## src/rtl/rf_writeback_arbiter.sv

```systemverilog
// rf_writeback_arbiter: round-robin arbiter sharing the register-file write port between
// ALU and load writeback, with a per-register pending-write scoreboard for hazard stalls.
module rf_writeback_arbiter #(
    parameter int DATA_W = 32,
    parameter int ADDR_W = 4,
    parameter int CNT_W  = 16
) (
    input  logic                 clk,
    input  logic                 reset,
    input  logic                 a_valid,
    input  logic [ADDR_W-1:0]    a_addr,
    input  logic [DATA_W-1:0]    a_data,
    output logic                 a_ready,
    input  logic                 m_valid,
    input  logic [ADDR_W-1:0]    m_addr,
    input  logic [DATA_W-1:0]    m_data,
    output logic                 m_ready,
    input  logic                 rsv_valid,
    input  logic [ADDR_W-1:0]    rsv_addr,
    output logic                 rsv_ready,
    output logic [2**ADDR_W-1:0] busy,
    output logic                 rf_we,
    output logic [ADDR_W-1:0]    rf_waddr,
    output logic [DATA_W-1:0]    rf_wdata,
    output logic                 unrsv_err,
    output logic [CNT_W-1:0]     conflict_cnt
);
    localparam int NREGS = 2**ADDR_W;

    logic             ptrM;
    logic             bothValid;
    logic [NREGS-1:0] setMask;
    logic [NREGS-1:0] clrMask;

    always_comb begin
        bothValid = a_valid & m_valid;
        a_ready   = a_valid & (~m_valid | ~ptrM);
        m_ready   = m_valid & (~a_valid | ptrM);
        rsv_ready = ~busy[rsv_addr];
        setMask   = (rsv_valid & rsv_ready) ? NREGS'(1) << rsv_addr : '0;
        clrMask   = rf_we ? NREGS'(1) << rf_waddr : '0;
    end

    always_ff @(posedge clk or posedge reset) begin
        if (reset) begin
            ptrM         <= 1'b0;
            busy         <= '0;
            rf_we        <= 1'b0;
            rf_waddr     <= '0;
            rf_wdata     <= '0;
            unrsv_err    <= 1'b0;
            conflict_cnt <= '0;
        end else begin
            rf_we <= a_ready | m_ready;
            if (a_ready | m_ready) begin
                rf_waddr <= a_ready ? a_addr : m_addr;
                rf_wdata <= a_ready ? a_data : m_data;
            end
            if (bothValid) ptrM <= ~ptrM;
            // set is applied after clear so a same-cycle reserve keeps the bit pending
            busy <= (busy & ~clrMask) | setMask;
            if (rf_we & ~busy[rf_waddr]) unrsv_err <= 1'b1;
            if (bothValid && !(&conflict_cnt)) conflict_cnt <= conflict_cnt + 1'b1;
        end
    end
endmodule

```

## config.mk

```make
export PLATFORM = sky130hd
export DESIGN_NAME = rf_writeback_arbiter
export DESIGN_NICKNAME = d
export VERILOG_FILES = /design/src/rtl/rf_writeback_arbiter.sv
export SDC_FILE = /design/constraint.sdc
export NUM_CORES = 1
export LEC_CHECK = 0
export ABC_CLOCK_PERIOD_IN_PS = 3000
export BUFFER_PORTS_ARGS = -buffer_cell sky130_fd_sc_hd__buf_2
export CAP_MARGIN = 20
export CORE_MARGIN = 3
export CORE_UTILIZATION = 49
export CTS_CLUSTER_SIZE = 30
export DETAILED_ROUTE_END_ITERATION = 10
export GPL_ROUTABILITY_DRIVEN = 0
export HOLD_SLACK_MARGIN = 0.1
export PLACE_DENSITY = 0.83
export RECOVER_POWER = 25
export SLEW_MARGIN = 30
export SYNTH_ARGS = -nofsm -noshare
export SYNTH_HDL_FRONTEND = slang
export SYNTH_SLANG_ARGS = --single-unit
```

## constraint.sdc

```tcl
create_clock -name clk -period 3 [get_ports clk]
set_input_delay 0.6 -clock clk [delete_from_list [all_inputs] [get_ports clk]]
set_output_delay 0.6 -clock clk [all_outputs]
set_load 0.02 [all_outputs]
```

# Word level (Yosys, flattened, before mapping)
# Index checks and enable logic that the tools add are counted.
[totals]
regBits = 71
word_cells = 39
input_bits = 81
out_inout_bits = 73
[classes]
n_mux = 8
n_reduce_logical = 3
shift = 2
addsub = 1
bitwise_logic = 16
n_lt_le_gt_ge = 2
[op_table]
columns = ["cell", "n"]
rows = [
  ["16-bit two-way mux", 2],
  ["32-bit two-way mux", 1],
  ["1-bit by 4-bit left shift with 16-bit output, first input constant", 2],
  ["16-bit by 1-bit adder with 16-bit output, second input constant", 1],
  ["16-bit bitwise AND", 1],
  ["16-bit inverter", 1],
  ["16-bit OR", 1],
  ["16-bit AND reduction", 1],
  ["4-bit by 5-bit less-than comparator with 1-bit output, second input constant", 2],
  ["1-bit binary-select mux with 4-bit select", 2],
  ["1-bit bitwise AND", 5],
  ["1-bit inverter", 5],
  ["4-bit two-way mux", 1],
  ["1-bit OR", 3],
  ["1-bit two-way mux", 2],
  ["1-bit logical AND", 1],
  ["1-bit zero test", 1],
]

# Logic depth before layout (Yosys ltp)
[logic_depth]
word_depth = 6
mapped_depth = 6
mapped_depth_nobuf = 5

# Worst setup path after synthesis
# OpenSTA, ideal clock, no wires.
[synth_timing]
path_type = "input to output"
from = "input rsv_addr[0]"
to = "output rsv_ready"
setup_slack_ns = 0.725
arrival_time_ns = 1.675
path_stages = 5
required_ns = 2.400
n_path_buf = 1
path_cell_list = "buf_6 > mux4_2 > nand2b_1 > o21ai_0 > mux2_2"
[synth_via]
elab_chain_len = 3
[synth_rtl]
columns = ["element", "line", "rtl"]
rows = [
  ["start: declaration", "19", "input logic [ADDR_W-1:0] rsv_addr,"],
  ["1-bit binary-select mux with 4-bit select", "39", "rsv_ready = ~busy[rsv_addr];"],
  ["1-bit two-way mux (not written as such)", "39", ""],
  ["1-bit inverter", "39", ""],
  ["end: declaration", "20", "output logic rsv_ready,"],
]
# Every way passes these cells. The select of a mux whose other input is x is not followed.

# Worst setup path after layout
# Ends and elaborated chain as after synthesis.

==> impl_metrics.tcl <==
set metrics [dict create \
    grt_pass1_wl_mm 16.3 \
    hold_viol_final 0 \
    yosysMostFrequentCell "dfrtp_1" \
    fmax_mhz 364 \
    timing.max_cap.violations 1 \
    first_pass_iters 4 \
    finalClockSkew_ns 0.0104 \
    port_buffers 153 \
    crit_required_ns 2.40 \
    path_max_fanout 15 \
    synth.net_count 483 \
    wl_mm 10.3 \
    wl_per_cell_um 15.8 \
    dp_slack_ns 0.279 \
    synth_area_mm2 0.00378 \
    grt_overflow_total 0 \
    grt_start_max_net_pins 45 \
    avgSynthCellArea_um2 9.42 \
    synthArstFlopShare_pct 100 \
    ctsHoldBuffers 0 \
    yosysWarnings 0 \
    drive_gt1_share_pct 35.8 \
    post_synth_main_area_contributors "dfrtp_1 (47%), a21oi_1 (8.5%), o21ai_0 (7.7%)" \
    vdd_drop_max_uv 426 \
    netlist_top_cells_count "dfrtp_1 (71), a21oi_1 (64), o21ai_0 (58)" \
    antenna_found_initial 0 \
    period_share_pct 91.6 \
    setup_tns_ns 0 \
    tightest_slew_ns 1.69 \
    timing.critical_path.mode_cell "buf_2" \
    maxSlewHeadroom_pct -12.3 \
    critPathKind "in -> out" \
    die_height_um 93.8 \
    syn2layout_area_growth_pct 27.5 \
    fin_crit_ns 2.75 \
    cp_slowest_cell "mux4_2" \
    num_io_pins 154 \
    arrival_ns 2.15 \
    clockBufferDepth 2 \
    synth_top_area_share_pct 47.0 \
    cts_buffers 9 \
    synth_cells 401 \
    place_hpwl_mm 7.54 \
    cellPowerDensity_mw_per_mm2 783 \
    cts.repair.resized 0 \
    h-tree-depth 3 \
    end_kind "output port" \
    core-area_mm2 0.00737 \
    post_cts_buffers 0 \
    start_kind "input port" \
    path_cells "buf_2 > mux4_2 > nand2b_1 > o21ai_0 > mux2_2 > buf_2" \
    cts-root-buf "clkbuf_8" \
    clk_latency_ns 0.33 \
    max_stage_delay_ns 0.56 \
    postLayoutCoreUtil_pct 65.4 \
    track_usage_pct 22.8 \
    final_cells 650 \
    ant_nets 0 \
    synth-seq-cells 71 \
    cts.clk_slew.worst_paths_ns 0.07 \
    dp.cells 634 \
    hold_path.class "in -> async" \
    p_leak_nw 2.22 \
    drc 0 \
    yosys.area.top_type "dfrtp_1" \
    synthFlopType "dfrtp_1" \
    diodes 0 \
    synth_edf_count 0 \
    yosysUniqueCellTypes 44 \
    start_util_pct 51.3 \
    violations "max-capacitance violations, max-slew violations" \
    vias 3677 \
    outcome "finished with violations" \
    grt_pass1_vias 3544 \
    layout.nets 628 \
    vias_per_cell 5.66 \
    clock-sinks 71 \
    finalWorstSetupSlack_ns 0.253 \
    die_w_um 93.8 \
    row_count 31 \
    first_iter_violations 149 \
    dieArea_mm2 0.00880 \
    drv_slew 33 \
    cts_tree "yes" \
    finalSetupViolCount 0 \
    yosysSeqAreaShare_pct 47.0 \
    rsz0062_at_grt "false" \
]
## area by class of cell
type	count	area, um2
sequential	71	1780
clock inverter	4	70.1
inverter	4	15.0
timing repair buffer	161	818
tap	99	124
fill	626	2550
multi-input combinational	299	1880
clock buffer	12	135
## per-stage QoR
step | cell area, um2 | hold slack [ns] | power (W)
after CTS | 4820 | 0.224 | 0.00379
after global routing | 4820 | 0.369 | 0.00398
after floorplan | 3780 | 0.528 | 0.00241
after global placement | 4620 | 0.451 | 0.00292
final | 4820 | 0.323 | 0.00377
after detailed placement | 4620 | 0.469 | 0.00298
## cell usage in the layout, fill, tap and decap left out, drive strengths merged, types with 3 or more instances in the layout
cell	instances
nand3b	4
nand2	48
a21oi	64
nand2b	37
mux2	4
o31ai	8
nand4	6
mux2i	7
o211ai	3
inv	4
buf	159
dfrtp	71
o21ai	62
mux4	8
clkbuf	14
nand3	7
and4	3
xnor2	14
nor2	3
## cells by family after synthesis
family                   count (synthesis)  share of synthesized area [%]
XOR/XNOR                                14                           3.25
adder cells (fa/ha/maj)                  1                          0.331
multiplexers                            19                           7.82
flip-flops                              71                           47.0
AND/OR/NAND/NOR                        121                           17.3
buffers and inverters                   31                           3.54
AO/OA/AOI/OAI                          144                           20.7
## path summary, 6_finish.rpt
path / start / end / slack, ns / cells past startpoint
hold / removal: reset / conflict_cnt[14] / 0.32 / 2
setup reg to reg: ptrM / rf_waddr[0] / 1.02 / 6
max in group asynchronous: reset / rf_wdata[4] / 0.72 / 3
min in group clk: unrsv_err / unrsv_err / 0.48 / 2
hold reg to reg: unrsv_err / unrsv_err / 0.48 / 2
setup / recovery: rsv_addr[0] / rsv_ready / 0.25 / 6
## flip-flops by register name, indices dropped and copies added, names as in the netlist
name,flops
ptrM,1
rf_waddr,4
rf_wdata,32
rf_we,1
busy,16
conflict_cnt,16
unrsv_err,1
## critical path, delay by kind of cell
family | cells | cell delay, ns
buffers and inverters | 2 | 0.46
AND/OR/NAND/NOR | 1 | 0.23
AO/OA/AOI/OAI | 1 | 0.11
multiplexers | 2 | 0.74
## per-layer routing
metal,share of wire (%),wire length [um],GRT usage [%]
met1,41,4220,28.9
met2,49,5070,39.0
met3,8.2,847,4.57
met4,1.5,156,7.34
met5,0,0,0
## power breakdown
part	internal, W	total, W	switching (W)
clock network	0.000467	0.000811	0.000344
registers	0.00122	0.00150	0.000279
logic	0.000578	0.00146	0.000883
Power figures use the tool's default switching activity.
